**src/rtl/cv32e40p_trace_buffer.sv**
```systemverilog
// cv32e40p_trace_buffer
//   Multi-hart retired-instruction trace capture buffer. Each cycle the
//   lowest-index hart with a retire strobe is selected and its {hart, pc,
//   instr} is pushed into a circular buffer while capturing. Capture can be
//   armed on a PC trigger; a full buffer either overwrites the oldest entry
//   (wrap mode) or freezes capture (stop mode). Lost events are counted in a
//   saturating drop counter.
//
// Ports
//   clk_i, rst_ni          clock, asynchronous active-low reset
//   enable_i               capture enable (level)
//   clear_i                synchronous clear of buffer, counters, flags, FSM
//   mode_wrap_i            1 = overwrite oldest when full, 0 = freeze when full
//   trig_en_i, trig_pc_i   PC trigger arm and match value
//   trace_valid_i/pc/instr per-hart retire strobes and payload
//   out_valid_o/out_ready_i head-entry drain handshake
//   out_hart_o/pc/instr    head entry payload (combinational from storage)
//   count_o                entries held
//   state_o                FSM state (0 IDLE, 1 ARMED, 2 CAPTURE, 3 FROZEN)
//   overflow_o             sticky: an event was lost/overwritten due to full
//   drop_cnt_o             saturating count of lost events
//
// Handshake: the head entry transfers on every cycle where out_valid_o and
// out_ready_i are both high; out_valid_o never depends on out_ready_i, and
// out_ready_i is ignored while the buffer is empty.
module cv32e40p_trace_buffer #(
  parameter int unsigned NUM_HARTS  = 1,
  parameter int unsigned DEPTH      = 16,
  parameter int unsigned DROP_CNT_W = 16,
  localparam int unsigned HART_W    = (NUM_HARTS > 1) ? $clog2(NUM_HARTS) : 1,
  localparam int unsigned PTR_W     = $clog2(DEPTH),
  localparam int unsigned CNT_W     = PTR_W + 1
) (
  input  logic                           clk_i,
  input  logic                           rst_ni,
  input  logic                           enable_i,
  input  logic                           clear_i,
  input  logic                           mode_wrap_i,
  input  logic                           trig_en_i,
  input  logic [31:0]                    trig_pc_i,
  input  logic [NUM_HARTS-1:0]           trace_valid_i,
  input  logic [NUM_HARTS-1:0][31:0]     trace_pc_i,
  input  logic [NUM_HARTS-1:0][31:0]     trace_instr_i,
  output logic                           out_valid_o,
  input  logic                           out_ready_i,
  output logic [HART_W-1:0]              out_hart_o,
  output logic [31:0]                    out_pc_o,
  output logic [31:0]                    out_instr_o,
  output logic [CNT_W-1:0]               count_o,
  output logic [1:0]                     state_o,
  output logic                           overflow_o,
  output logic [DROP_CNT_W-1:0]          drop_cnt_o
);

  typedef enum logic [1:0] {
    ST_IDLE    = 2'd0,
    ST_ARMED   = 2'd1,
    ST_CAPTURE = 2'd2,
    ST_FROZEN  = 2'd3
  } state_t;

  state_t                  state_q, state_d;
  logic [PTR_W-1:0]        head_q, tail_q;
  logic [CNT_W-1:0]        count_q;
  logic                    overflow_q;
  logic [DROP_CNT_W-1:0]   drop_q;

  logic [HART_W-1:0]       mem_hart  [DEPTH];
  logic [31:0]             mem_pc    [DEPTH];
  logic [31:0]             mem_instr [DEPTH];

  // Event selection
  logic                    sel_valid;
  logic [HART_W-1:0]       sel_hart;
  logic [31:0]             sel_pc;
  logic [31:0]             sel_instr;
  logic [3:0]              n_valid;

  always_comb begin
    sel_valid = 1'b0;
    sel_hart  = '0;
    sel_pc    = '0;
    sel_instr = '0;
    n_valid   = '0;
    // Walk downward so the lowest-index valid hart is the last to win.
    for (int i = NUM_HARTS - 1; i >= 0; i--) begin
      if (trace_valid_i[i]) begin
        sel_valid = 1'b1;
        sel_hart  = HART_W'(i);
        sel_pc    = trace_pc_i[i];
        sel_instr = trace_instr_i[i];
        n_valid   = n_valid + 4'd1;
      end
    end
  end

  // Buffer control
  logic trig_hit, cap_active, push_req, pop, full;
  logic lost_full, do_write, wrap_over, head_adv;
  logic [3:0] drop_add;
  logic [DROP_CNT_W+3:0] drop_sum;

  always_comb begin
    trig_hit   = sel_valid && (sel_pc == trig_pc_i);
    // The trigger event itself is captured in the ARMED cycle that matches.
    cap_active = (state_q == ST_CAPTURE) || ((state_q == ST_ARMED) && trig_hit);
    push_req   = cap_active && sel_valid;
    pop        = (count_q != '0) && out_ready_i;
    full       = (count_q == CNT_W'(DEPTH));
    lost_full  = push_req && full && !pop;
    do_write   = push_req && (!full || pop || mode_wrap_i);
    // Wrap overwrite consumes the oldest slot, so head moves with tail.
    wrap_over  = lost_full && mode_wrap_i;
    head_adv   = pop || wrap_over;

    drop_add = {3'b000, lost_full};
    if ((state_q == ST_CAPTURE) && sel_valid)
      drop_add = drop_add + (n_valid - 4'd1);
    drop_sum = {4'b0000, drop_q} + {{DROP_CNT_W{1'b0}}, drop_add};
  end

  // Next-state logic
  always_comb begin
    state_d = state_q;
    unique case (state_q)
      ST_IDLE: begin
        if (enable_i) state_d = trig_en_i ? ST_ARMED : ST_CAPTURE;
      end
      ST_ARMED: begin
        if (!enable_i)                       state_d = ST_IDLE;
        else if (lost_full && !mode_wrap_i)  state_d = ST_FROZEN;
        else if (trig_hit)                   state_d = ST_CAPTURE;
      end
      ST_CAPTURE: begin
        // A stop-mode loss freezes even if enable drops in the same cycle.
        if (lost_full && !mode_wrap_i) state_d = ST_FROZEN;
        else if (!enable_i)            state_d = ST_IDLE;
      end
      ST_FROZEN: state_d = ST_FROZEN;
      default:   state_d = ST_IDLE;
    endcase
  end

  always_ff @(posedge clk_i or negedge rst_ni) begin
    if (!rst_ni) begin
      state_q    <= ST_IDLE;
      head_q     <= '0;
      tail_q     <= '0;
      count_q    <= '0;
      overflow_q <= 1'b0;
      drop_q     <= '0;
    end else if (clear_i) begin
      state_q    <= ST_IDLE;
      head_q     <= '0;
      tail_q     <= '0;
      count_q    <= '0;
      overflow_q <= 1'b0;
      drop_q     <= '0;
    end else begin
      state_q <= state_d;
      if (do_write) tail_q <= tail_q + 1'b1;
      if (head_adv) head_q <= head_q + 1'b1;
      if (do_write && !head_adv)      count_q <= count_q + 1'b1;
      else if (head_adv && !do_write) count_q <= count_q - 1'b1;
      if (lost_full) overflow_q <= 1'b1;
      if (|drop_sum[DROP_CNT_W+3:DROP_CNT_W]) drop_q <= '1;
      else                                     drop_q <= drop_sum[DROP_CNT_W-1:0];
    end
  end

  // Storage is not reset; only entries below count are ever observable.
  always_ff @(posedge clk_i) begin
    if (do_write && !clear_i) begin
      mem_hart[tail_q]  <= sel_hart;
      mem_pc[tail_q]    <= sel_pc;
      mem_instr[tail_q] <= sel_instr;
    end
  end

  assign out_valid_o = (count_q != '0);
  assign out_hart_o  = mem_hart[head_q];
  assign out_pc_o    = mem_pc[head_q];
  assign out_instr_o = mem_instr[head_q];
  assign count_o     = count_q;
  assign state_o     = state_q;
  assign overflow_o  = overflow_q;
  assign drop_cnt_o  = drop_q;

endmodule

```
**config.mk**
```make
export PLATFORM = sky130hd
export DESIGN_NAME = cv32e40p_trace_buffer
export DESIGN_NICKNAME = d
export VERILOG_FILES = /design/src/rtl/cv32e40p_trace_buffer.sv
export SDC_FILE = /design/constraint.sdc
export NUM_CORES = 1
export LEC_CHECK = 0
export CAP_MARGIN = 30
export CORE_MARGIN = 5
export CORE_UTILIZATION = 60
export DETAILED_ROUTE_END_ITERATION = 10
export GPL_TIMING_DRIVEN = 0
export PLACE_DENSITY_LB_ADDON = 0.05
export SYNTH_ARGS = -nofsm -noshare
export SYNTH_HDL_FRONTEND = slang
export SYNTH_SLANG_ARGS = --single-unit
export TNS_END_PERCENT = 20
```
**constraint.sdc**
```tcl
create_clock -name clk_i -period 11.5 [get_ports clk_i]
set_input_delay 1.725 -clock clk_i [delete_from_list [all_inputs] [get_ports clk_i]]
set_output_delay 1.725 -clock clk_i [all_outputs]
set_load 0.03 [all_outputs]
```
==> reports/qor.yml <==
die:
  ios: 194
  initial_utilization: 0.6039
  row_count: 97
  coreArea_um2: 70030
  die-area_um2: 75900
  die_w_um: 275.5
  die_y_um: 275.5
worst_setup_path:
  worst_path_max_delay_cell: "o21ai_0"
  cp_cell_sequence: "clkdlybuf4s50_1, buf_6, buf_4, buf_2, o221ai_1, a211oi_4, nand4_4, a21boi_2, inv_1, ha_1, o21ai_0, ha_1, inv_1, fa_1, o21ai_0, nor2b_1, inv_1, or3_1, clkbuf_1, a21oi_1"
  path_max_fanout: 12
  crit_family: "compound AO/OA/AOI/OAI gates"
  cp.required_ns: 12.06
  r2r_start: "count_o[1]"
  cp_slowest_stage_delay_ns: 0.54
  start_kind: "input pin"
  path_class: "input pin to register"
  r2r_cells: 15
  cp_num_buf_inv: 8
  cpMostUsedCell: "inv_1"
  end_kind: "register"
  worstPathArrival_ns: 7.63
  rrSetupSlack_ns: 6.48
  reg2reg_to: "drop_cnt_o[5]"
sta:
  rsz0062_at_grt: "false"
  fin_skew_ns: 0.01297
  post-route-period-util: 0.6144
  period_needed_ns: 7.065
  setup-violations-final: 0
  fin_setup_tns_ns: 0
  worst_pin_slew_ns: 1.032
  hold_viol_final: 0
  max_freq_mhz: 141.5
  max-slew-margin-rel: 0.3120
  drv_slew: 0
finish:
  fillers: 4351
  final_layout_size_suffix_gt1_frac: 0.1740
  syn_to_final_growth_pct: 18.56
  finalNonFillerCells: 3752
  layout.nets: 2839
  design_area_um2: 50140
  utilization: 0.7160
power:
  p_seq_frac: 0.410
  total_power_uw: 10460
  cellInternalPower_uw: 7391
  pwr-share-comb: 0.270
  p_sw_uw: 3069
  cellLeakagePower_uw: 0.01626
  clockPowerShare: 0.320
  p_per_area_nw_per_um2: 208.6
  ir_drop_v: 0.0001664
  swShare: 0.2934
synth:
  synthMuxAreaShare: 0.1329
  ys_warn_count: 0
  synth_edf_count: 1024
  postSynth.asyncResetShare: 0.03030
  syn-cell-area_um2: 42290
  synth-seq-cells: 1056
  seq_area_frac_synth: 0.7460
  synth.top_cell.area_share: 0.7271
  ys_types: 71
  postSynthAreaPerCell_um2: 18.22
  synth_compound_area_frac: 0.06183
  synthXorXnorAreaFrac: 0.005384
  yosys.area.top_type: "edfxtp_1"
  netlist_instances: 2321
  synth_area_leaders: "edfxtp_1, mux4_2, mux2i_1"
  synth_most_common_cell: "edfxtp_1"
  synth-adder-area-share: 0.004793
  synth_flop_cell: "edfxtp_1"
  synth-simple-area-share: 0.03482
  synth_top_family_by_area: "multiplexers"
  synth_nets: 2440
  synthTopCellsByCount: "edfxtp_1, mux2i_1, o21ai_0"
clock_tree:
  numCtsBuffers: 104
  cts_sinks: 1056
  ctsLongestPathBuffers: 3
  clk_pin_slew_worst_paths_ns: 0.06
  post_cts_buffers: 0
  holdBufCountCts: 0
  ctsResizeCount: 0
  clk-insertion-delay-late_ns: 0.65
  cts-root-buf: "clkbuf_16"
  cts_tree: "built"
  htreeDepth: 3
place:
  place_hpwl_mm: 71.60
  dp.cells: 3551
  io_buffers: 192
  routabilityCongestion: 0.8756
  dpl_cell_area_um2: 46700
grt:
  antenna_found_initial: 1
  grt_pass1_wl_mm: 155.8
  first_global_vias: 24267
  grtUsageTotal: 0.2823
  grt_max_degree: 49
  grt-ovfl-total: 0
min_path:
  holdPathEnd: "overflow_o"
  worstHoldStart: "overflow_o"
  hold_path_class: "register to register"
  hold_depth: 2
detailed_routing:
  post_drt_wl_per_cell_um: 28.48
  finalWirelength_mm: 106.8
  drc: 0
  vias: 23718
  detail_route.vias_per_cell: 6.321
  firstDrtPassIters: 7
  ant_nets: 0
  drt_iter0_markers: 2370
flow_run:
  cap_violations: 0
run_status:
  outcome: "finished clean"
[power groups by stage]
| stage | registers (uW) | clock network [uW] | logic [uW] |
|---|---|---|---|
| final | 4290 | 3340 | 2830 |
| after global routing | 4290 | 3550 | 2990 |
| after CTS | 4290 | 3390 | 2840 |
| after detailed placement | 4370 | 0 | 2830 |
| after global placement | 4370 | 0 | 2710 |
| after floorplan | 4380 | 0 | 1730 |
[layout by cell type, fill, tap and decap left out, types with 23 or more instances in the layout]
cell type        count
buf_6               33
clkbuf_16          105
clkbuf_1           108
a21oi_1             90
a221oi_1            64
inv_1               25
clkdlybuf4s50_1    191
o21ai_0            141
mux2_2              65
mux4_2             128
nand2_1             79
edfxtp_1          1024
dfrtp_1             32
buf_4               37
clkinv_1            23
nor2_1              34
buf_1               27
a22oi_1             65
and2_1              60
mux2i_1            196
[cells by family (layout without fill, tap and decap cells)]
kind of cell	count (synthesis)	after routing
mux	392	392
other cells	1	3
xor+xnor	26	26
fa+ha+maj	15	15
simple gates	269	269
flops	1056	1056
compound gates	410	410
buf+inv	152	641
[metal layers]
metal / vias up / part of all wire / track usage / wire (um)
met2: 1042 / 0.51 / 0.4821 / 54330
met3: 179 / 0.071 / 0.04199 / 7553
met1: 12274 / 0.40 / 0.3839 / 42220
met5: - / 0 / 0 / 0
li1: 10223 / - / - / -
met4: 0 / 0.026 / 0.08506 / 2743
[worst register-to-register path, cell delays in order, from the launching register on]
cell and delay, ns:
dfrtp_1 0.45, or4_1 0.58, nor3b_2 0.29, a21boi_2 0.45, inv_1 0.09, ha_1 0.27, o21ai_0 0.17, ha_1 0.21
inv_1 0.06, fa_1 0.43, o21ai_0 0.54, nor2b_1 0.35, inv_1 0.11, or3_1 0.47, clkbuf_1 0.27, a21oi_1 0.20
[registers in the layout (all words and copies together) (netlist names)]
signal	flops
tail_q	4
mem_instr	512
state_o	2
head_q	4
drop_cnt_o	16
overflow_o	1
mem_pc	512
count_o	5
[layout make-up]
type	instances	area, um2	area share
antenna	2	5.005	0.00009981
clock buffer	127	2710	0.05405
tap	940	1176	0.02346
clock inverter	69	688.2	0.01372
sequential	1056	31550	0.6292
inverter	25	93.84	0.001871
buffer	127	505.5	0.01008
timing repair buffer	293	3178	0.06338
multi-input combinational	1113	10230	0.2041
[per-stage QoR]
stage	setup WS (ns)	hold WS, ns
after floorplan	1.491	0.5466
after global placement	-7.968	0.4859
after detailed placement	3.868	0.4920
after CTS	4.550	0.5054
after global routing	4.136	0.5548
final	4.435	0.4980
[worst max-delay path by stage]
stage / startpoint / to / slack [ns] / cells past startpoint
floorplan: trace_valid_i / mem_instr[10][0] / 1.49 / 7
global placement: trace_valid_i / mem_instr[8][25] / -7.97 / 10
detailed placement: trace_valid_i / drop_cnt_o[5] / 3.87 / 20
CTS: trace_valid_i / drop_cnt_o[5] / 4.55 / 20
global route: trace_valid_i / drop_cnt_o[9] / 4.14 / 20
finish: trace_valid_i / drop_cnt_o[5] / 4.43 / 20
Power figures use the tool's default switching activity.
